File: config.mk
export PLATFORM = sky130hd
export DESIGN_NAME = cordic_rotator
export DESIGN_NICKNAME = d
export VERILOG_FILES = /design/src/rtl/cordic_pkg.sv /design/src/rtl/cordic_atan_lut.sv /design/src/rtl/cordic_rotator.sv
export SDC_FILE = /design/constraint.sdc
export NUM_CORES = 1
export LEC_CHECK = 0
export CORE_UTILIZATION = 29
export CTS_BUF_LIST = sky130_fd_sc_hd__clkbuf_4
export CTS_CLUSTER_DIAMETER = 30
export DETAILED_ROUTE_END_ITERATION = 16
export HOLD_SLACK_MARGIN = 0.02
export PLACE_DENSITY_LB_ADDON = 0.2
export SETUP_SLACK_MARGIN = 0.1
export SYNTH_ARGS = -nofsm -noshare
export SYNTH_HDL_FRONTEND = slang
export SYNTH_SLANG_ARGS = --single-unit
File: constraint.sdc
create_clock -name clock -period 5 [get_ports clock]
set_input_delay 0.75 -clock clock [delete_from_list [all_inputs] [get_ports clock]]
set_output_delay 0.75 -clock clock [all_outputs]
set_load 0.02 [all_outputs]
File: src/rtl/cordic_pkg.sv
// cordic_pkg: shared gain/angle constants, FSM encoding and arctangent table generator
// for the CORDIC family of blocks.
package cordic_pkg;
   typedef enum logic [1:0] {IDLE = 2'd0, ROTATE = 2'd1, DONE = 2'd2} state_t;
   localparam real K_GAIN = 0.607252935;
   localparam real PI_R = 3.141592653589793;
   function automatic real pow2(input int n);
      real p;
      p = 1.0;
      for (int k = 0; k < (n < 0 ? -n : n); k++) p = (n < 0) ? p / 2.0 : p * 2.0;
      return p;
   endfunction
   function automatic longint k_scaled(input int frac);
      return longint'(K_GAIN * pow2(frac));
   endfunction
   function automatic longint pi_bam(input int w);
      return longint'(1) << (w - 1);
   endfunction
   function automatic longint half_pi_bam(input int w);
      return longint'(1) << (w - 2);
   endfunction
   // atan(2^-i)/pi; past i=8 the two-term series is exact to well below one table LSB
   function automatic real atan_turns(input int i);
      real t;
      t = pow2(-i);
      case (i)
         0: return 0.25;
         1: return 0.147583617650433;
         2: return 0.077979130377369;
         3: return 0.039583424160566;
         4: return 0.019868524903955;
         5: return 0.009943846656982;
         6: return 0.004973135727724;
         7: return 0.002486745362278;
         8: return 0.001243393353662;
         default: return t * (1.0 - t * t / 3.0) / PI_R;
      endcase
   endfunction
   function automatic longint atan_bam(input int i, input int frac);
      return longint'(atan_turns(i) * pow2(frac));
   endfunction
endpackage

File: src/rtl/cordic_atan_lut.sv
// cordic_atan_lut: combinational arctangent ROM in binary-angle units with GUARD extra LSBs.
module cordic_atan_lut
   import cordic_pkg::*;
#(
   parameter int WIDTH      = 18,
   parameter int GUARD      = 2,
   parameter int ITERATIONS = 16
) (
   input  logic [$clog2(ITERATIONS)-1:0] index,
   output logic signed [WIDTH+GUARD:0]   angle
);
   localparam int AW = WIDTH + GUARD + 1;
   localparam int N = 2 ** $clog2(ITERATIONS);
   logic signed [AW-1:0] rom [N];
   for (genvar g = 0; g < N; g++) begin : g_rom
      assign rom[g] = AW'(atan_bam(g, WIDTH - 1 + GUARD));
   end
   assign angle = rom[index];
endmodule

File: src/rtl/cordic_rotator.sv
// cordic_rotator: iterative rotation-mode CORDIC; full-circle angle in, gain-compensated
// cosine and sine out with a start/ready/valid handshake.
module cordic_rotator
   import cordic_pkg::*;
#(
   parameter int WIDTH      = 18,
   parameter int ITERATIONS = 16,
   parameter int GUARD      = 2
) (
   input  logic                    clock,
   input  logic                    reset,
   input  logic                    start,
   input  logic signed [WIDTH-1:0] angle_in,
   output logic                    ready,
   output logic                    busy,
   output logic                    valid,
   output logic signed [WIDTH-1:0] cos_out,
   output logic signed [WIDTH-1:0] sin_out
);
   localparam int IW = WIDTH + GUARD + 1;
   localparam int CW = $clog2(ITERATIONS);
   localparam logic signed [IW-1:0] K0 = IW'(k_scaled(WIDTH - 2 + GUARD));
   localparam logic signed [IW-1:0] RND = IW'((longint'(1) << GUARD) >> 1);
   localparam logic signed [IW-1:0] SAT = IW'((longint'(1) << (WIDTH - 1)) - 1);
   localparam logic signed [WIDTH-1:0] HALF_PI = WIDTH'(half_pi_bam(WIDTH));
   localparam logic signed [WIDTH-1:0] PI = WIDTH'(pi_bam(WIDTH));
   state_t state;
   logic [CW-1:0] i;
   logic signed [IW-1:0] x, y, z, xs, ys, atan_i;
   logic signed [WIDTH-1:0] z0;
   logic fold;
   cordic_atan_lut #(.WIDTH(WIDTH), .GUARD(GUARD), .ITERATIONS(ITERATIONS)) u_lut (
      .index(i),
      .angle(atan_i)
   );
   function automatic logic signed [WIDTH-1:0] round_sat(input logic signed [IW-1:0] v);
      logic signed [IW-1:0] r;
      r = (v + RND) >>> GUARD;
      return (r > SAT) ? SAT[WIDTH-1:0] : (r < -SAT) ? WIDTH'(-SAT) : r[WIDTH-1:0];
   endfunction
   // Outside +-pi/2 rotate from the opposite half-plane: start at -K and subtract pi (mod 2^WIDTH).
   always_comb begin
      fold = angle_in > HALF_PI || angle_in < -HALF_PI;
      z0 = fold ? angle_in - PI : angle_in;
      xs = x >>> i;
      ys = y >>> i;
   end
   always_ff @(posedge clock) begin
      if (reset) begin
         state <= IDLE;
         ready <= 1'b1;
         busy <= 1'b0;
         valid <= 1'b0;
         cos_out <= '0;
         sin_out <= '0;
         i <= '0;
         x <= '0;
         y <= '0;
         z <= '0;
      end else begin
         valid <= 1'b0;
         case (state)
            IDLE: if (start) begin
               state <= ROTATE;
               ready <= 1'b0;
               busy <= 1'b1;
               x <= fold ? -K0 : K0;
               y <= '0;
               z <= IW'(z0) <<< GUARD;
               i <= '0;
            end
            ROTATE: begin
               x <= z[IW-1] ? x + ys : x - ys;
               y <= z[IW-1] ? y - xs : y + xs;
               z <= z[IW-1] ? z + atan_i : z - atan_i;
               i <= i + CW'(1);
               if (i == CW'(ITERATIONS - 1)) state <= DONE;
            end
            DONE: begin
               cos_out <= round_sat(x);
               sin_out <= round_sat(y);
               valid <= 1'b1;
               ready <= 1'b1;
               busy <= 1'b0;
               state <= IDLE;
            end
            default: state <= IDLE;
         endcase
      end
   end
endmodule

==> metrics <==
outcome finished clean; Tot GR Track Use 19.6%; peak supply drop approximately 0.22 mV; commonest non-fill, non-tap cell in the layout nor2_1; CP peak stage delay 440 ps; Clock Skew 46.6 ps; CP Capture Type flip-flop; WL/cell 19.6 um; slowest CP cell dfxtp_4; Die ar. 40700 um2; delay-heaviest family, CP compound AO/OA/AOI/OAI gates; register area share after synthesis 18.7%; post-layout net count 1620; commonest non-fill, non-tap cells in the layout 148 x nor2_1, 113 x buf_4, 108 x nand2_1; clock tree buffer depth 2; Max Transition Viols Final 0; Die Ht 202 um; Startpoint Class flip-flop; Mean Syn Cell Area 8.03 um2; # DRC 0; Synth cell types between 70 and 80; vias in the first global route 10800; Slew HR 29.0%; initial antenna violation count 3; most used cell, CP a21o_1; Fmax 0.208 GHz; boundary pin count 60; root buffer cell clkbuf_4; First-pass DRT Iterations 5; share of layout cells above drive strength 1 between 10% and 20%; Worst-path clk slew 220 ps; Synth Net Count approximately 1500; crit path time final ~4800 ps; Cell Area, Synth 11600 um2; via-per-instance ratio 5.46; first-pass GRT wire length about 62000 um; Port Buf Inserts 59; multi-input logic area 9010 um2; final WL 40200 um; H-tree depth 3; CP bufs+invs 4; largest net degree at the start of global routing 40; Placer Congestion ~0.93; worst skew pair latency about 600 ps; Register Area 2170 um2; Pwr Density 431 nW/um2; post-route total power 5.90 mW; Slew @ Worst Pin 1070 ps; LEAKAGE 5.39 nW; dpl hpwl 30600 um; worst endpoint required time 5530 ps; Final ANT Viol Nets 0; Final period util between 90% and 100%; # setup viols final 0; top_reg_cell synth dfxtp_1; Die X 202 um; asr flop ratio synth 0%; Initial DRC Count 795; Worst Path Arrival 5340 ps; WS Path Type reg -> reg; final hold violations 0; TritonCTS Buffers 9; FF+latch count, synth 108; Post-CTS Hold Buffers 0; area delta synth->final 18.2%; total negative slack 0 ps; Syn. warnings 0; unrepaired setup endpoints after global routing yes; Fill cells 4030; initial core utilization 29.7%; via count 11200; GR Overflow Total 0; number of synthesized flops with an enable pin 0; Core ar. 39000 um2; crit-path cells buf_12 > buf_12 > mux4_2 > mux2i_4 > mux2i_2 > inv_1 > ha_2 > and4_1 > or2_2 > and2_1 > buf_4 > and3_4 > a21oi_2 > xor2_1 > ha_1 > a21o_1 > a21o_1 > a31oi_1 > a21oi_1 > a21bo_2 > o21ai_1 > xor2_1 > a21o_1 > a21o_1; CTS tree done; CTS Sinks 108; Crit Path Max Fanout 15; Hold Crit Class reg -> reg; Row Count 72; Gate Count Post-Synth 1443; number of max-cap violations 0
-- power by group --
group	internal, mW	switching [mW]
Clock	0.108	0.382
Combinational	1.94	2.30
Sequential	0.969	0.196
Total	3.02	2.88
-- synthesized netlist by cell type (all sizes together), types with 15 or more instances --
cell    number  area, um2
xnor2       82        718
nand3       39        195
xor2        58        508
a21o        26        195
buf         31        183
a22oi       15        113
o211ai      20        150
nor3        47        235
nand2      108        405
a21oi       93        465
mux2        21        236
o21ai       79        395
o21a        28        210
ha          75        938
a31oi       23        144
clkbuf      80        300
mux2i       33        330
nor2b       17        106
nor4        19        125
nor2       149        559
mux4        51       1180
inv         47        176
nand2b      19        119
dfxtp      108       2160
-- flip-flops by register name (all words and copies together), names as in the netlist --
register / flops
y: 21
x: 21
sin_out: 18
busy: 1
i: 4
z: 21
valid: 1
ready: 1
state: 2
cos_out: 18
-- stage by stage --
stage / setup slack, ps / utilization (%) / std cells / hold slack, ps / cell area [um2]
floorplan: 101 / - / 1443 / 442 / 11600
global placement: 14.5 / 33.7 / 2010 / 430 / 13100
detailed placement: 22.8 / 33.7 / 2010 / 437 / 13100
CTS: 62.4 / 34.0 / 2026 / 461 / 13300
global route: 64.3 / 35.1 / 2045 / 501 / 13700
finish: 186 / 35.1 / 2046 / 459 / 13700
-- layer usage --
layer  track usage, %  wire length, um  vias up
li1                 -                -     5451
met1             27.0            18800     5362
met2             29.9            17700      303
met3             3.71             2450       57
met4             7.60             1270        0
met5                0                0        -
-- worst paths after layout --
| check | from | end | slack, ps | cells past startpoint |
|---|---|---|---|---|
| max reg2reg | i[1]$_SDFFE_PP0P_ | y[20]$_SDFFE_PP0P_ | 190 | 24 |
| max | i[1]$_SDFFE_PP0P_ | y[20]$_SDFFE_PP0P_ | 190 | 24 |
| min | ready$_SDFFE_PP1P_ | ready$_SDFFE_PP1P_ | 460 | 2 |
| min reg2reg | ready$_SDFFE_PP1P_ | ready$_SDFFE_PP1P_ | 460 | 2 |
-- repair_timing --
item,in CTS,in global routing
pin swaps,0,13
setup endpoints to repair,3,23
resized for setup,2,58
setup buffers,0,18
-- layout make-up --
class | instances | area share (%)
sequential | 108 | 15.9
tap | 518 | 4.73
clock buffer | 9 | 0.494
antenna | 2 | 0.0366
multi-input combinational | 1177 | 65.9
timing repair buffer | 178 | 11.3
clock inverter | 7 | 0.420
inverter | 47 | 1.29
-- cells by family (layout without fill, tap and decap cells) --
| logic type | after synthesis | in the layout | synth area share [%] |
|---|---|---|---|
| simple gates | 467 | 467 | 19.2 |
| flops | 108 | 108 | 18.7 |
| xor+xnor | 140 | 140 | 10.6 |
| buf+inv | 158 | 241 | 5.69 |
| fa+ha+maj | 78 | 78 | 8.62 |
| mux | 105 | 105 | 15.1 |
| compound gates | 387 | 387 | 22.1 |
| other cells | 0 | 2 | 0 |
-- worst register-to-register path, stage by stage, from the launching register on --
cell,delay [ps]
dfxtp_4,440
buf_12,140
buf_12,140
mux4_2,400
mux2i_4,90
mux2i_2,200
inv_1,80
ha_2,190
and4_1,180
or2_2,300
and2_1,170
buf_4,140
and3_4,180
a21oi_2,140
xor2_1,200
ha_1,290
a21o_1,210
a21o_1,200
a31oi_1,190
a21oi_1,60
a21bo_2,210
o21ai_1,80
xor2_1,160
a21o_1,180
a21o_1,170
No activity file was read; power rests on OpenSTA's default activity.
